## config.mk

```make
export PLATFORM = sky130hd
export DESIGN_NAME = studio2_keypad
export DESIGN_NICKNAME = d
export VERILOG_FILES = /design/src/rtl/studio2_pkg.sv /design/src/rtl/studio2_keybank.sv /design/src/rtl/studio2_keypad.sv
export SDC_FILE = /design/constraint.sdc
export NUM_CORES = 1
export LEC_CHECK = 0
export BUFFER_PORTS_ARGS = -buffer_cell sky130_fd_sc_hd__buf_2
export CAP_MARGIN = 10
export CORE_AREA = 2 2 63 65
export DETAILED_ROUTE_END_ITERATION = 8
export DIE_AREA = 0 0 65 67
export MAX_ROUTING_LAYER = met4
export PLACE_DENSITY = 0.83
export SLEW_MARGIN = 30
export SYNTH_ARGS = -nofsm -noshare
export SYNTH_HDL_FRONTEND = slang
export SYNTH_SLANG_ARGS = --single-unit
```

## constraint.sdc

```tcl
create_clock -name clk_sys -period 3.88 [get_ports clk_sys]
set_clock_uncertainty 0.2 [all_clocks]
set_input_delay 0.582 -clock clk_sys [delete_from_list [all_inputs] [get_ports clk_sys]]
set_output_delay 0.582 -clock clk_sys [all_outputs]
set_load 0.02 [all_outputs]
```

## src/rtl/studio2_pkg.sv

```systemverilog
// rtl/studio2_pkg.sv - Shared constants, scan-code tables and lookup helpers for the Studio II keypad front end
package studio2_pkg;

  localparam int         NUM_KEYS    = 10;
  localparam logic [2:0] KEYSEL_PORT = 3'd2;

  typedef logic [NUM_KEYS-1:0] keymask_t;
  typedef logic [7:0]          code_tbl_t [NUM_KEYS];

  // Entry k is the PS/2 set-2 make code of hex digit k on that pad.
  localparam code_tbl_t KP1_CODES = '{8'h45, 8'h16, 8'h1E, 8'h26, 8'h25,
                                      8'h2E, 8'h36, 8'h3D, 8'h3E, 8'h46};
  localparam code_tbl_t KP2_CODES = '{8'h70, 8'h69, 8'h72, 8'h7A, 8'h6B,
                                      8'h73, 8'h74, 8'h6C, 8'h75, 8'h7D};

  typedef struct packed {
    logic       valid;
    logic [3:0] idx;
  } key_hit_t;

  function automatic key_hit_t lookup_code(input logic [7:0] code, input code_tbl_t tbl);
    key_hit_t hit;
    hit = '0;
    for (int i = 0; i < NUM_KEYS; i++) begin
      if (code == tbl[i]) begin
        hit.valid = 1'b1;
        hit.idx   = 4'(i);
      end
    end
    return hit;
  endfunction

  // Select values 10..15 match no digit, so they read as "not pressed".
  function automatic logic key_selected(input keymask_t keys, input logic [3:0] sel);
    logic hit;
    hit = 1'b0;
    for (int i = 0; i < NUM_KEYS; i++) begin
      if (sel == 4'(i)) hit = keys[i];
    end
    return hit;
  endfunction

endpackage

```

## src/rtl/studio2_keybank.sv

```systemverilog
// rtl/studio2_keybank.sv - Raw key mask for one hex pad plus the optional release-stretch slot
// STUDIO2_KEY_STRETCH_EN adds a single hold slot that keeps the last released key asserted.
module studio2_keybank
  import studio2_pkg::*;
#(
  parameter int STRETCH_CYCLES = 700000,
  parameter int STRETCH_W      = 20
) (
  input  logic       clk_sys,
  input  logic       resetq,
  input  logic       key_evt,
  input  logic       key_press,
  input  logic       idx_vld,
  input  logic [3:0] key_idx,
  output keymask_t   keys
);

  keymask_t raw_q;
  keymask_t idx_bit;
  logic     upd;

  assign upd     = key_evt && idx_vld;
  assign idx_bit = keymask_t'(1) << key_idx;

  always_ff @(posedge clk_sys or negedge resetq) begin
    if (!resetq) begin
      raw_q <= '0;
    end else if (upd) begin
      raw_q <= key_press ? (raw_q | idx_bit) : (raw_q & ~idx_bit);
    end
  end

`ifdef STUDIO2_KEY_STRETCH_EN
  logic [3:0]           hold_key;
  logic [STRETCH_W-1:0] hold_cnt;
  logic                 release_down;

  // Only a release of a key that is actually down starts a hold.
  assign release_down = upd && !key_press && ((raw_q & idx_bit) != '0);

  always_ff @(posedge clk_sys or negedge resetq) begin
    if (!resetq) begin
      hold_key <= '0;
      hold_cnt <= '0;
    end else if (release_down) begin
      hold_key <= key_idx;
      hold_cnt <= STRETCH_W'(STRETCH_CYCLES);
    end else if (upd && key_press && key_idx == hold_key) begin
      hold_cnt <= '0;
    end else if (hold_cnt != '0) begin
      hold_cnt <= hold_cnt - STRETCH_W'(1);
    end
  end

  assign keys = raw_q | ((hold_cnt != '0) ? (keymask_t'(1) << hold_key) : '0);
`else
  assign keys = raw_q;
`endif

  if (STRETCH_CYCLES < 0 || STRETCH_CYCLES >= 2**STRETCH_W) begin : g_bad_stretch
    $error("studio2_keybank: STRETCH_CYCLES does not fit in STRETCH_W bits");
  end

endmodule

```

## src/rtl/studio2_keypad.sv

```systemverilog
// rtl/studio2_keypad.sv - PS/2 to Studio II dual hex keypad, OUT 2 key-select latch and EF3/EF4 flags
// Optional release stretch on each pad is enabled by STUDIO2_KEY_STRETCH_EN.
module studio2_keypad
  import studio2_pkg::*;
#(
  parameter int STRETCH_CYCLES = 700000,
  parameter int STRETCH_W      = 20
) (
  input  logic        clk_sys,
  input  logic        resetq,
  input  logic [10:0] ps2_key,
  input  logic [2:0]  io_n,
  input  logic        io_out,
  input  logic [7:0]  io_dout,
  output logic        ef3_n,
  output logic        ef4_n,
  output logic [3:0]  key_sel,
  output keymask_t    kp1_keys,
  output keymask_t    kp2_keys
);

  logic     tog_q;
  logic     armed;
  logic     io_out_q;
  logic     key_evt;
  logic     sel_wr;
  logic     kp1_vld;
  logic     kp2_vld;
  key_hit_t kp1_hit;
  key_hit_t kp2_hit;
  logic     unused_dout;

  // The first clock after reset just captures the toggle level, so a held toggle is not an event.
  assign key_evt = armed && (ps2_key[10] != tog_q);
  assign sel_wr  = io_out && !io_out_q && (io_n == KEYSEL_PORT);

  assign kp1_hit = lookup_code(ps2_key[7:0], KP1_CODES);
  assign kp2_hit = lookup_code(ps2_key[7:0], KP2_CODES);
  assign kp1_vld = !ps2_key[8] && kp1_hit.valid;
  assign kp2_vld = !ps2_key[8] && kp2_hit.valid;

  assign unused_dout = ^io_dout[7:4];

  always_ff @(posedge clk_sys or negedge resetq) begin
    if (!resetq) begin
      tog_q    <= 1'b0;
      armed    <= 1'b0;
      io_out_q <= 1'b0;
      key_sel  <= 4'hF;
      ef3_n    <= 1'b1;
      ef4_n    <= 1'b1;
    end else begin
      tog_q    <= ps2_key[10];
      armed    <= 1'b1;
      io_out_q <= io_out;
      if (sel_wr) key_sel <= io_dout[3:0];
      ef3_n    <= ~key_selected(kp1_keys, key_sel);
      ef4_n    <= ~key_selected(kp2_keys, key_sel);
    end
  end

  studio2_keybank #(
    .STRETCH_CYCLES (STRETCH_CYCLES),
    .STRETCH_W      (STRETCH_W)
  ) u_kp1 (
    .clk_sys   (clk_sys),
    .resetq    (resetq),
    .key_evt   (key_evt),
    .key_press (ps2_key[9]),
    .idx_vld   (kp1_vld),
    .key_idx   (kp1_hit.idx),
    .keys      (kp1_keys)
  );

  studio2_keybank #(
    .STRETCH_CYCLES (STRETCH_CYCLES),
    .STRETCH_W      (STRETCH_W)
  ) u_kp2 (
    .clk_sys   (clk_sys),
    .resetq    (resetq),
    .key_evt   (key_evt),
    .key_press (ps2_key[9]),
    .idx_vld   (kp2_vld),
    .key_idx   (kp2_hit.idx),
    .keys      (kp2_keys)
  );

endmodule

```

==> Yosys cells after proc, flatten, opt, wreduce, memory -nomap -nowiden <==
Index checks and enable logic that the tools add are counted.
{ "word_totals": {"reg_bits": 29, "latchBits": 0, "ram_bits": 0, "mem_bits_ro": 0, "inputBits": 25, "wordCells": 101, "mem_count": 0} }
{ "op_classes": {"n_addsub": 0, "n_mul": 0, "div": 0, "order_cmp": 0, "eq_ne": 31, "shifts": 2, "muxes": 42, "bitwise": 8, "n_reduce_logical": 10} }
{ "op_table": {"columns": ["operator", "n"], "rows": [
  ["$mux 5", 20],
  ["$eq 8x7->1 const B", 12],
  ["$eq 8x6->1 const B", 6],
  ["$and 10x10->10", 2],
  ["$mux 1", 20],
  ["$mux 10", 2],
  ["$not 10->10", 2],
  ["$or 10x10->10", 2],
  ["$shl 1x4->10 const A", 2],
  ["$eq 4x3->1 const B", 4],
  ["$eq 8x5->1 const B", 2],
  ["$eq 4x2->1 const B", 2],
  ["$eq 4x4->1 const B", 2],
  ["$logic_and 1x1->1", 7],
  ["$eq 4x1->1 const B", 1],
  ["$logic_not 4->1", 1],
  ["$eq 3x2->1 const B", 1],
  ["$logic_not 1->1", 2],
  ["$not 1->1", 2],
  ["$ne 1x1->1", 1]
]} }

==> Depth between registers and ports, before layout <==
{ "logic_depth": {"word_depth": 15, "ltp_mapped": 7, "mapped_depth_nobuf": 5} }

==> Cells and area by module <==
Synthesis repeated with hierarchy kept, for this count alone.
{ "unflattened": {"hier_cells": 195, "hier_area_um2": 1915.6} }
{ "by_module_without_submodules": {"columns": ["module", "n_inst", "cells_per_inst", "area_per_inst_um2"], "rows": [
  ["studio2_keybank", 2, 39, 483.0],
  ["studio2_keypad", 1, 117, 949.7]
]} }

==> Worst setup path after synthesis <==
OpenSTA, ideal clock, no wires.
{ "synth_path": {"kind": "input-to-reg", "from": "in ps2_key[0]", "to": "reg with a tool-made name", "arrival_time_ns": 1.960, "required_ns": 3.552, "path_slack_ns": 1.593, "path_stages": 7, "n_path_buf": 2, "path_cell_list": "buf_2 -> buf_6 -> nor3b_1 -> o21ai_1 -> a21o_1 -> nor4_1 -> mux2_1"} }
{ "synth_rtl": {"columns": ["element", "line_no", "source"], "rows": [
  ["start: declaration", "studio2_keypad.sv:11", "input logic [10:0] ps2_key,"]
]} }

==> reports/metrics.cfg <==
[power_and_ir_drop]
p_seq_share_pct = 47.2
p_clk_share_pct = 29.6
peakVddDrop_mv = 0.3389
switchingPower_mw = 0.2473
leakagePower_nw = 1.059
swShare_pct = 31.58
combPwrFrac_pct = 23.2
power_density_mw_per_mm2 = 335.5
report.power.total_mw = 0.7833
p_int_mw = 0.5360

[floorplanning]
placement_rows = 22
ios = 51
design.die.area_mm2 = 0.004355
core_area_mm2 = 0.003606
die_height_um = 67
initial_core_util_pct = 56.59
dieWidth_um = 65

[global_route]
grt_pass1_wl_mm = 7.348
grt-ovfl-total = 0
antenna_found_initial = 0
grt_pass1_vias = 1594
busiest_layer = met2
grt_max_degree = 30
use_met2_pct = 36.08
use_met3_pct = 4.392
grtUsageTotal_pct = 22.36
use_met1_pct = 28.77

[cells_and_area]
fill_cells = 279
diodes = 0
stdcell_area_mm2 = 0.002335
nets = 269
areaGrowthSynthToFinish_pct = 14.41
drive_gt1_share_pct = 33.06

[timing]
drv_slew = 0
timing.hold.ws_ps = 115.9
slew_headroom_pct = 59.35
finalCritPeriodShare_pct = 63.98
finalHoldViolations = 0
finalCriticalPeriod_ps = 2483
final.setup.tns_ps = 0
fmax_ghz = 0.4028
finalSetupViolations = 0
grt_setup_unrepaired = false
tightest_slew_ps = 594.4

[worst_setup_path]
critPathBufInv = 1
end_kind = flop
cpMaxStageDelayCell = a2111oi_0
cp_max_fo = 21
start_kind = primary input
r2r_slack_ps = 1590
critPathRequiredTime_ps = 3840
path_delay_family = compound AO/OA/AOI/OAI gates
crit_chain = buf_2 -> or3b_1 -> a21oi_1 -> a21oi_1 -> a2111oi_0 -> mux2_2
max_stage_delay_ps = 510
arrival_ps = 2440
cp_common_cell = a21oi_1
critical_path_class = primary input to flop

[cts]
cts_inserted_buffers = 5
cts-root-buf = clkbuf_8
ctsLongestPathBuffers = 2
postCtsSetupBuffers = 0
hold_buffers = 0
h-tree-depth = 2
cts.sinks = 29
clkTransAtPathRegs_ps = 70
postCtsResizedCells = 0
cts_tree = built
clkLatencyLatePin_ps = 270

[yosys]
async_reset_ff_share_pct = 100.0
synth_cells = 204
ys.flop_type = dfrtp_1
ys_seq_area_share_pct = 35.93
yosys.cell_types.count = 53
netlist_area_mm2 = 0.002041
ys_ff_latch = 29
yosysWarnings = 0
synth_fp_nets = 229
synth_edf_count = 0
synth_area_per_cell_um2 = 10.00

[place]
portBuffers = 46
place_area_mm2 = 0.002252
place_hpwl_mm = 3.229
place_congestion = 0.8937

[run_status]
outcome = finished, final reports clean

[drt]
drcViolationCount = 0
wl_mm = 4.412
drt.antenna.violating_nets = 0
via_per_inst = 6.024
dr.pass1.iters = 5
vias = 1765
wire_per_inst_um = 15.06
dr.first_iter.drc_count = 157

[hold_path]
hold_path.class = primary input to asynchronous set/reset pin

[run]
cap_violations = 0

==> through the flow <==
step | setup WS, ps | util (%) | cells
after floorplan | 1593 | - | 204
after global placement | 1130 | 62.46 | 285
after detailed placement | 1149 | 62.46 | 285
after CTS | 1421 | 64.75 | 293
after global routing | 1212 | 64.75 | 293
final | 1398 | 64.75 | 293
==> cells by family (layout without fill, tap and decap cells) <==
| logic type | Yosys count | count (layout) | share of synthesized area [%] |
|---|---|---|---|
| AOI/OAI and AO/OA | 54 | 54 | 18.27 |
| and+or+nand+nor | 73 | 73 | 23.05 |
| DFF | 29 | 29 | 35.93 |
| xor gates and xnor gates | 6 | 6 | 3.495 |
| muxes | 23 | 23 | 14.29 |
| other | 1 | 1 | 0.1838 |
| buffers and inverters | 18 | 59 | 4.782 |
==> final timing paths <==
check / startpoint / to / depth (start not counted)
max: ps2_key[2] / flop / 6
min: resetq / asynchronous set/reset pin / 1
max reg2reg: tog_q$_DFF_PN0_ / flop / 4
min reg2reg: flop / ef4_n$_DFF_PN1_ / 1
max in group asynchronous: resetq / asynchronous set/reset pin / 1
min in group clk_sys: io_out / io_out_q$_DFF_PN0_ / 1
==> synthesized netlist by cell type, drive strengths merged, types with 2 or more instances <==
cell type	count	area share (%)
dfrtp	23	28
mux2	19	10
a21oi	13	3.4
nand2	13	2.4
o21ai	13	3.2
buf	10	3.3
nand3	10	2.5
nor3b	7	2.6
dfstp	6	7.7
a21o	5	1.8
inv	5	0.92
nand2b	5	1.5
nor2	5	0.92
nor2b	5	1.5
xor2	5	2.1
and4b	4	2.0
nand3b	4	1.5
o31ai	4	1.5
and3b	3	1.3
clkbuf	3	0.55
nor3	3	0.74
nor4b	3	1.3
o211ai	3	1.1
or3b	3	1.3
a2111oi	2	1.2
a21boi	2	0.74
a32oi	2	0.86
and4bb	2	1.2
mux2i	2	1.6
mux4	2	2.2
nand4b	2	0.86
nor4	2	0.61
==> layout make-up <==
class / instances / area (um^2) / area share (%)
Sequential cell: 29 / 733.2 / 31.40
Inverter: 5 / 18.77 / 0.8039
Clock inverter: 2 / 10.01 / 0.4287
Multi-Input combinational cell: 157 / 1210 / 51.82
Clock buffer: 6 / 72.57 / 3.108
Timing Repair Buffer: 46 / 230.2 / 9.861
Tap cell: 48 / 60.06 / 2.572
==> routing by layer <==
metal | wire length, um | vias to the layer above | part of all wire (%)
met4 | 41 | 0 | 0.93
met3 | 181 | 4 | 4.1
met2 | 2252 | 44 | 51
met5 | 0 | - | 0
li1 | - | 859 | -
met1 | 1937 | 858 | 44
==> cell usage in the layout (no fill, tap or decap), types with 2 or more instances in the layout <==
cell type	synthesis	final
nor4_1	2	2
nand2b_1	5	5
nand3b_1	4	4
o211ai_1	3	3
clkbuf_8	0	5
mux2_1	7	7
nor3b_1	7	7
clkinv_2	0	2
dfrtp_1	23	23
o21ai_0	12	12
xor2_1	5	5
and4b_1	4	4
a32oi_1	2	2
nand4b_1	2	2
or3b_1	3	3
nor3_1	3	3
mux2_2	12	12
nor2_1	5	5
a21oi_1	12	12
nand2_1	13	13
a21o_1	5	5
a21boi_1	2	2
dfstp_2	6	6
o31ai_1	4	4
mux4_2	2	2
nand3_1	10	10
and3b_1	3	3
and4bb_2	2	2
buf_2	6	46
inv_1	5	5
nor4b_1	3	3
nor2b_1	5	5
==> power groups by stage <==
stage | clock [mW] | sequential (mW) | combinational, mW
CTS | 0.237 | 0.369 | 0.183
floorplan | 0 | 0.385 | 0.116
finish | 0.232 | 0.370 | 0.182
global route | 0.254 | 0.375 | 0.201
detailed placement | 0 | 0.375 | 0.181
global placement | 0 | 0.373 | 0.178
No activity file was read; power rests on OpenSTA's default activity.
